### config.mk
export PLATFORM = sky130hd
export DESIGN_NAME = div_unit_flat
export DESIGN_NICKNAME = d
export VERILOG_FILES = /design/src/rtl/div_unit_if.sv /design/src/rtl/div_unit.sv /design/src/flat_wrapper.sv
export SDC_FILE = /design/constraint.sdc
export NUM_CORES = 1
export LEC_CHECK = 0
export CAP_MARGIN = 0
export CORE_MARGIN = 1.5
export CORE_UTILIZATION = 57
export CTS_CLUSTER_SIZE = 10
export DETAILED_ROUTE_END_ITERATION = 10
export MAX_ROUTING_LAYER = met4
export PLACE_DENSITY = 0.81
export SETUP_SLACK_MARGIN = 0.02
export SLEW_MARGIN = 15
export SYNTH_ARGS = -nofsm -noshare
export SYNTH_HDL_FRONTEND = slang
export SYNTH_SLANG_ARGS = --single-unit
### constraint.sdc
create_clock -name clock -period 8.8 [get_ports clock]
set_input_delay 2.64 -clock clock [delete_from_list [all_inputs] [get_ports clock]]
set_output_delay 2.64 -clock clock [all_outputs]
set_load 0.05 [all_outputs]
### src/rtl/div_unit_if.sv
// div_unit_if: handshake/bus bundle between the CPU (master) and the divider (slave).
//   startdiv   : master -> slave, start request
//   diva, divb : master -> slave, dividend / divisor (two's complement)
//   divstop    : slave -> master, one-cycle result-valid pulse
//   divzero    : slave -> master, one-cycle divide-by-zero pulse
//   divbusy    : slave -> master, division in progress
//   divhighout : slave -> master, remainder (HI)
//   divlowout  : slave -> master, quotient (LO)
interface div_unit_if #(
  parameter int WIDTH = 32
);
  logic             startdiv;
  logic [WIDTH-1:0] diva;
  logic [WIDTH-1:0] divb;
  logic             divstop;
  logic             divzero;
  logic             divbusy;
  logic [WIDTH-1:0] divhighout;
  logic [WIDTH-1:0] divlowout;

  modport master (
    output startdiv, diva, divb,
    input  divstop, divzero, divbusy, divhighout, divlowout
  );

  modport slave (
    input  startdiv, diva, divb,
    output divstop, divzero, divbusy, divhighout, divlowout
  );
endinterface

### src/rtl/div_unit.sv
// div_unit: multicycle signed divider (restoring, one quotient bit per clock).
//   clock : rising-edge clock
//   reset : asynchronous, active-high; clears all state and outputs
//   bus   : div_unit_if.slave (startdiv/diva/divb in; divstop/divzero/divbusy/
//           divhighout/divlowout out). All outputs are registered.
// Quotient truncates toward zero; the remainder takes the dividend's sign.
// divstop is high in the 34th cycle after the sampling edge (WIDTH=32),
// independent of the operand values.
module div_unit #(
  parameter int WIDTH = 32
) (
  input  logic       clock,
  input  logic       reset,
  div_unit_if.slave  bus
);

  localparam int CW = $clog2(WIDTH) + 1;

  localparam logic [1:0] IDLE = 2'd0;
  localparam logic [1:0] RUN  = 2'd1;
  localparam logic [1:0] DONE = 2'd2;
  localparam logic [1:0] ZERO = 2'd3;

  localparam logic [CW-1:0]    CNT_ZERO = {CW{1'b0}};
  localparam logic [CW-1:0]    CNT_ONE  = {{(CW-1){1'b0}}, 1'b1};
  localparam logic [CW-1:0]    CNT_LAST = CW'(WIDTH);
  localparam logic [WIDTH-1:0] W_ZERO   = {WIDTH{1'b0}};
  localparam logic [WIDTH-1:0] W_ONE    = {{(WIDTH-1){1'b0}}, 1'b1};

  // Two's complement negation; the most negative value maps onto itself,
  // which read as unsigned is exactly its magnitude.
  function automatic logic [WIDTH-1:0] neg(input logic [WIDTH-1:0] v);
    neg = ~v + W_ONE;
  endfunction

  function automatic logic [WIDTH-1:0] mag(input logic [WIDTH-1:0] v);
    mag = v[WIDTH-1] ? neg(v) : v;
  endfunction

  logic [1:0]       state_q, state_d;
  logic [CW-1:0]    cnt_q, cnt_d;
  logic [WIDTH-1:0] quo_q, quo_d;     // dividend shifting out, quotient shifting in
  logic [WIDTH-1:0] rem_q, rem_d;
  logic [WIDTH-1:0] dvs_q, dvs_d;     // divisor magnitude
  logic             sgnq_q, sgnq_d;
  logic             sgnr_q, sgnr_d;
  logic             stop_q, stop_d;
  logic             zero_q, zero_d;
  logic             busy_q, busy_d;
  logic [WIDTH-1:0] hi_q, hi_d;
  logic [WIDTH-1:0] lo_q, lo_d;

  // Restoring step: the trial remainder is one bit wider than the operands so
  // that a divisor magnitude of 2^(WIDTH-1) still compares correctly.
  logic [WIDTH:0] trial_s;
  logic [WIDTH:0] diff_s;
  logic           ge_s;

  assign trial_s = {rem_q, quo_q[WIDTH-1]};
  assign diff_s  = trial_s - {1'b0, dvs_q};
  assign ge_s    = (trial_s >= {1'b0, dvs_q});

  // Next-state and datapath logic.
  always_comb begin
    state_d = state_q;
    cnt_d   = cnt_q;
    quo_d   = quo_q;
    rem_d   = rem_q;
    dvs_d   = dvs_q;
    sgnq_d  = sgnq_q;
    sgnr_d  = sgnr_q;
    stop_d  = 1'b0;
    zero_d  = 1'b0;
    busy_d  = busy_q;
    hi_d    = hi_q;
    lo_d    = lo_q;
    case (state_q)
      IDLE: begin
        if (bus.startdiv) begin
          busy_d = 1'b1;
          if (bus.divb == W_ZERO) begin
            state_d = ZERO;
            zero_d  = 1'b1;
          end else begin
            state_d = RUN;
            quo_d   = mag(bus.diva);
            dvs_d   = mag(bus.divb);
            sgnq_d  = bus.diva[WIDTH-1] ^ bus.divb[WIDTH-1];
            sgnr_d  = bus.diva[WIDTH-1];
            rem_d   = W_ZERO;
            cnt_d   = CNT_ZERO;
          end
        end else begin
          busy_d = 1'b0;
        end
      end
      RUN: begin
        if (cnt_q == CNT_LAST) begin
          // All quotient bits produced: apply signs and publish.
          lo_d    = sgnq_q ? neg(quo_q) : quo_q;
          hi_d    = sgnr_q ? neg(rem_q) : rem_q;
          stop_d  = 1'b1;
          state_d = DONE;
        end else begin
          // trial_s < divisor fits in WIDTH bits when no subtraction happens.
          rem_d = ge_s ? diff_s[WIDTH-1:0] : trial_s[WIDTH-1:0];
          quo_d = {quo_q[WIDTH-2:0], ge_s};
          cnt_d = cnt_q + CNT_ONE;
        end
      end
      DONE: begin
        state_d = IDLE;
        busy_d  = 1'b0;
      end
      ZERO: begin
        state_d = IDLE;
        busy_d  = 1'b0;
      end
      default: begin
        state_d = IDLE;
        busy_d  = 1'b0;
      end
    endcase
  end

  // State and output registers.
  always_ff @(posedge clock or posedge reset) begin
    if (reset) begin
      state_q <= IDLE;
      cnt_q   <= CNT_ZERO;
      quo_q   <= W_ZERO;
      rem_q   <= W_ZERO;
      dvs_q   <= W_ZERO;
      sgnq_q  <= 1'b0;
      sgnr_q  <= 1'b0;
      stop_q  <= 1'b0;
      zero_q  <= 1'b0;
      busy_q  <= 1'b0;
      hi_q    <= W_ZERO;
      lo_q    <= W_ZERO;
    end else begin
      state_q <= state_d;
      cnt_q   <= cnt_d;
      quo_q   <= quo_d;
      rem_q   <= rem_d;
      dvs_q   <= dvs_d;
      sgnq_q  <= sgnq_d;
      sgnr_q  <= sgnr_d;
      stop_q  <= stop_d;
      zero_q  <= zero_d;
      busy_q  <= busy_d;
      hi_q    <= hi_d;
      lo_q    <= lo_d;
    end
  end

  assign bus.divstop    = stop_q;
  assign bus.divzero    = zero_q;
  assign bus.divbusy    = busy_q;
  assign bus.divhighout = hi_q;
  assign bus.divlowout  = lo_q;

endmodule

### src/flat_wrapper.sv
// flat-port wrapper written by rule: the top's interface ports become plain ports
module div_unit_flat 
#(
  parameter int WIDTH = 32
)
  (clock, reset, bus_startdiv, bus_diva, bus_divb, bus_divstop, bus_divzero, bus_divbusy, bus_divhighout, bus_divlowout);
  div_unit_if #(.WIDTH(WIDTH)) bus_i ();
  input  logic clock;
  input  logic reset;
  input wire logic [$bits(bus_i.startdiv)-1:0] bus_startdiv;
  input wire logic [$bits(bus_i.diva)-1:0] bus_diva;
  input wire logic [$bits(bus_i.divb)-1:0] bus_divb;
  output wire logic [$bits(bus_i.divstop)-1:0] bus_divstop;
  output wire logic [$bits(bus_i.divzero)-1:0] bus_divzero;
  output wire logic [$bits(bus_i.divbusy)-1:0] bus_divbusy;
  output wire logic [$bits(bus_i.divhighout)-1:0] bus_divhighout;
  output wire logic [$bits(bus_i.divlowout)-1:0] bus_divlowout;
  assign bus_i.startdiv = bus_startdiv;
  assign bus_i.diva = bus_diva;
  assign bus_i.divb = bus_divb;
  assign bus_divstop = bus_i.divstop;
  assign bus_divzero = bus_i.divzero;
  assign bus_divbusy = bus_i.divbusy;
  assign bus_divhighout = bus_i.divhighout;
  assign bus_divlowout = bus_i.divlowout;
  div_unit #(.WIDTH(WIDTH)) u_core (.clock(clock), .reset(reset), .bus(bus_i));
endmodule
==> impl_metrics.sql <==
INSERT INTO impl_metrics (metric_group, metric, value, unit) VALUES
('yosys', 'synth_warnings', '0', ''),
('final_layout', 'fillerInstances', '1505', ''),
('die', 'width_of_the_die', '141.3', 'um'),
('yosys', 'synth_seq_cells', '173', ''),
('timing', 'layout_min_cycle_time', '5.913', 'ns'),
('detailed_routing', 'drc', '0', ''),
('clocking', 'cts_sinks', '173', ''),
('yosys', 'ys_seq_area_share', '39.73', '%'),
('timing', 'worst_slew_margin_rel', '23.59', '%'),
('die', 'num_io_pins', '134', ''),
('final_layout', 'drive_gt1_share', '4.801', '%'),
('worst_setup_path', 'worst-r2r-setup-slack', '4.63', 'ns'),
('global_route', 'grt_util_all_layers', '27.90', '%'),
('yosys', 'mappedNetlistNets', '1353', ''),
('power_and_ir_drop', 'power_leakage', '5.395', 'nW'),
('worst_setup_path', 'worstSetupStartpointType', 'input port', ''),
('final_layout', 'antennaDiodeCount', '0', ''),
('place', 'dp_hpwl', '19160', 'um'),
('detailed_routing', 'postRouteWirelength', '26400', 'um'),
('global_route', 'antenna_violations_before_repair', '0', ''),
('timing', 'slew_violations', '0', ''),
('detailed_routing', 'via_per_inst', '5.893', ''),
('global_route', 'first_global_vias', '8576', ''),
('worst_setup_path', 'cp_slowest_stage_delay', '0.62', 'ns'),
('final_layout', 'nNetsFinal', '1447', ''),
('place', 'post_dp_cell_area', '12330', 'sq um'),
('worst_setup_path', 'required_time_reported_for_the_critical_path_endpoint', '9.11', 'ns'),
('worst_setup_path', 'timing.setup.critical_path_class', 'input port to register', ''),
('yosys', 'syn_area', '10900', 'sq um'),
('yosys', 'synth-async-reset-ratio', '100.0', '%'),
('yosys', 'synth_largest_area_cell', 'sky130_fd_sc_hd__dfrtp_1', ''),
('global_route', 'grt_pass1_wl', '43040', 'um'),
('yosys', 'synthDominantCellAreaShare', '39.73', '%'),
('job', 'max_cap_violations', '0', ''),
('final_layout', 'finalInstanceArea', '12940', 'sq um'),
('global_route', 'use_met1', '41.49', '%'),
('detailed_routing', 'via_count', '9358', ''),
('die', 'row_count', '50', ''),
('global_route', 'grtUsageMet2', '38.78', '%'),
('timing', 'final_tns_setup', '0', 'ns'),
('timing', 'skew', '0.008662', 'ns'),
('timing', 'achievable_frequency', '0.1691', 'GHz'),
('clocking', 'clock_tree.htree_level_count', '4', ''),
('yosys', 'post_synth.cell_area_avg', '8.737', 'sq um'),
('yosys', 'synthesis.instances', '1247', ''),
('power_and_ir_drop', 'highest_ir_drop_seen_on_vdd', '0.1996', 'mV'),
('worst_setup_path', 'cp.arrival', '6.22', 'ns'),
('worst_setup_path', 'worst_setup_path_end_kind', 'register', ''),
('timing', 'timing.final.setup_violations', '0', ''),
('status', 'outcome', 'complete, no violations', ''),
('timing', 'post-route-period-util', '67.20', '%'),
('clocking', 'cts_resized', '0', ''),
('yosys', 'dominantRegCellSynth', 'sky130_fd_sc_hd__dfrtp_1', ''),
('final_layout', 'layoutNonFillerInstCount', '1588', ''),
('clocking', 'clkLatencyLatePin', '0.43', 'ns'),
('yosys', 'synth_cell_types', '63', ''),
('global_route', 'grt_use_met3', '5.231', '%'),
('detailed_routing', 'routed_wire_length_per_instance', '16.62', 'um'),
('worst_setup_path', 'crit_chain', 'clkdlybuf4s50_1, or4_1, nor4_2, nand4_1, or4_1, o41ai_4, buf_4, nor2_1, nand3_1, xor2_1, nor2_1', ''),
('min_path', 'min_path_type', 'register to register', ''),
('clocking', 'cts.root.buffer_cell', 'sky130_fd_sc_hd__clkbuf_16', ''),
('yosys', 'synthTopCellsByCount', '199 x sky130_fd_sc_hd__nand2_1, 173 x sky130_fd_sc_hd__dfrtp_1, 148 x sky130_fd_sc_hd__o21ai_0, 102 x sky130_fd_sc_hd__xor2_1, 55 x sky130_fd_sc_hd__inv_1', ''),
('final_layout', 'area_delta_synth_final', '18.76', '%'),
('detailed_routing', 'detailedRoute.firstPassIterationCount', '5', ''),
('power_and_ir_drop', 'cellPowerDensity', '440.2', 'nW/um^2'),
('global_route', 'grt_max_degree', '130', ''),
('place', 'finalWeightedCongestion', '0.9864', ''),
('detailed_routing', 'postRouteAntennaNets', '0', ''),
('die', 'coreArea', '18710', 'sq um'),
('die', 'die_h', '141.3', 'um'),
('timing', 'final-hold-violation-count', '0', '');
## power by group
| part | internal, mW | switching, mW | total [mW] |
|---|---|---|---|
| combinational | 1.35 | 1.94 | 3.29 |
| sequential | 1.18 | 0.452 | 1.63 |
| clock | 0.437 | 0.338 | 0.775 |
| total | 2.97 | 2.73 | 5.70 |
## layer usage
metal	wire length, um	up-vias	share of wire [%]
met5	0	-	0
met4	461	0	1.7
met3	2111	38	8.0
met2	11140	312	42
met1	12680	4407	48
li1	-	4601	-
## flip-flops by register name (all words and copies together), names as in the netlist
register / count
u_core.bus.divbusy: 1
u_core.bus.divhighout: 32
u_core.bus.divlowout: 32
u_core.bus.divstop: 1
u_core.bus.divzero: 1
u_core.cnt_q: 6
u_core.dvs_q: 32
u_core.quo_q: 32
u_core.rem_q: 32
u_core.sgnq_q: 1
u_core.sgnr_q: 1
u_core.state_q: 2
## critical path, delay by kind of cell
kind | cells | cell delay, ns
AO/OA/AOI/OAI | 1 | 0.33
buffers and inverters | 2 | 1.08
AND/OR/NAND/NOR | 7 | 1.99
XOR/XNOR | 1 | 0.15
## metrics by stage
stage | setup slack, ns | power (mW) | util, % | hold slack [ns]
after global placement | 2.551 | 4.793 | 65.92 | 0.4616
after global routing | 2.663 | 6.133 | 69.18 | 0.4894
after detailed placement | 2.484 | 4.874 | 65.92 | 0.4691
after floorplan | 1.472 | 4.004 | - | 0.4498
final | 2.887 | 5.697 | 69.18 | 0.4762
after CTS | 2.924 | 5.674 | 69.18 | 0.4849
## layout by cell type, fill, tap and decap left out, types with 32 or more instances in the layout
cell type and n:
sky130_fd_sc_hd__a21oi_1 32, sky130_fd_sc_hd__xnor2_1 48, sky130_fd_sc_hd__nand2_1 198, sky130_fd_sc_hd__o31ai_1 32, sky130_fd_sc_hd__xor2_1 102, sky130_fd_sc_hd__dfrtp_1 173
sky130_fd_sc_hd__o21ai_1 47, sky130_fd_sc_hd__inv_1 54, sky130_fd_sc_hd__clkdlybuf4s50_1 133, sky130_fd_sc_hd__ha_1 38, sky130_fd_sc_hd__nor2_1 46, sky130_fd_sc_hd__o21ai_0 148
## area by class of cell
type,count,area [sq um],share of cell area (%)
timing repair buffer,142,1399,10.81
inverter,56,215.2,1.663
sequential,173,4329,33.46
clock buffer,18,439.2,3.394
multi-input combinational,951,6095,47.10
clock inverter,14,170.2,1.315
tap,234,292.8,2.263
## cells by family after synthesis
family	after synthesis	synth area share, %
multiplexers	30	2.779
XOR/XNOR	150	12.06
AO/OA/AOI/OAI	357	20.26
buffers and inverters	123	4.571
flip-flops	173	39.73
adder cells (fa/ha/maj)	39	4.548
AND/OR/NAND/NOR	375	16.05
## path summary, 6_finish.rpt
check,start,to,cells after the start
min in group asynchronous,reset,u_core.bus.divlowout[16],2
min,u_core.bus.divhighout[23],u_core.bus.divhighout[23],2
max reg2reg,u_core.rem_q[11],u_core.quo_q[0],11
min reg2reg,u_core.bus.divhighout[23],u_core.bus.divhighout[23],2
max in group asynchronous,reset,u_core.dvs_q[26],3
max,bus_divb[6],u_core.cnt_q[5],11
(Power assumes the default switching activity.)
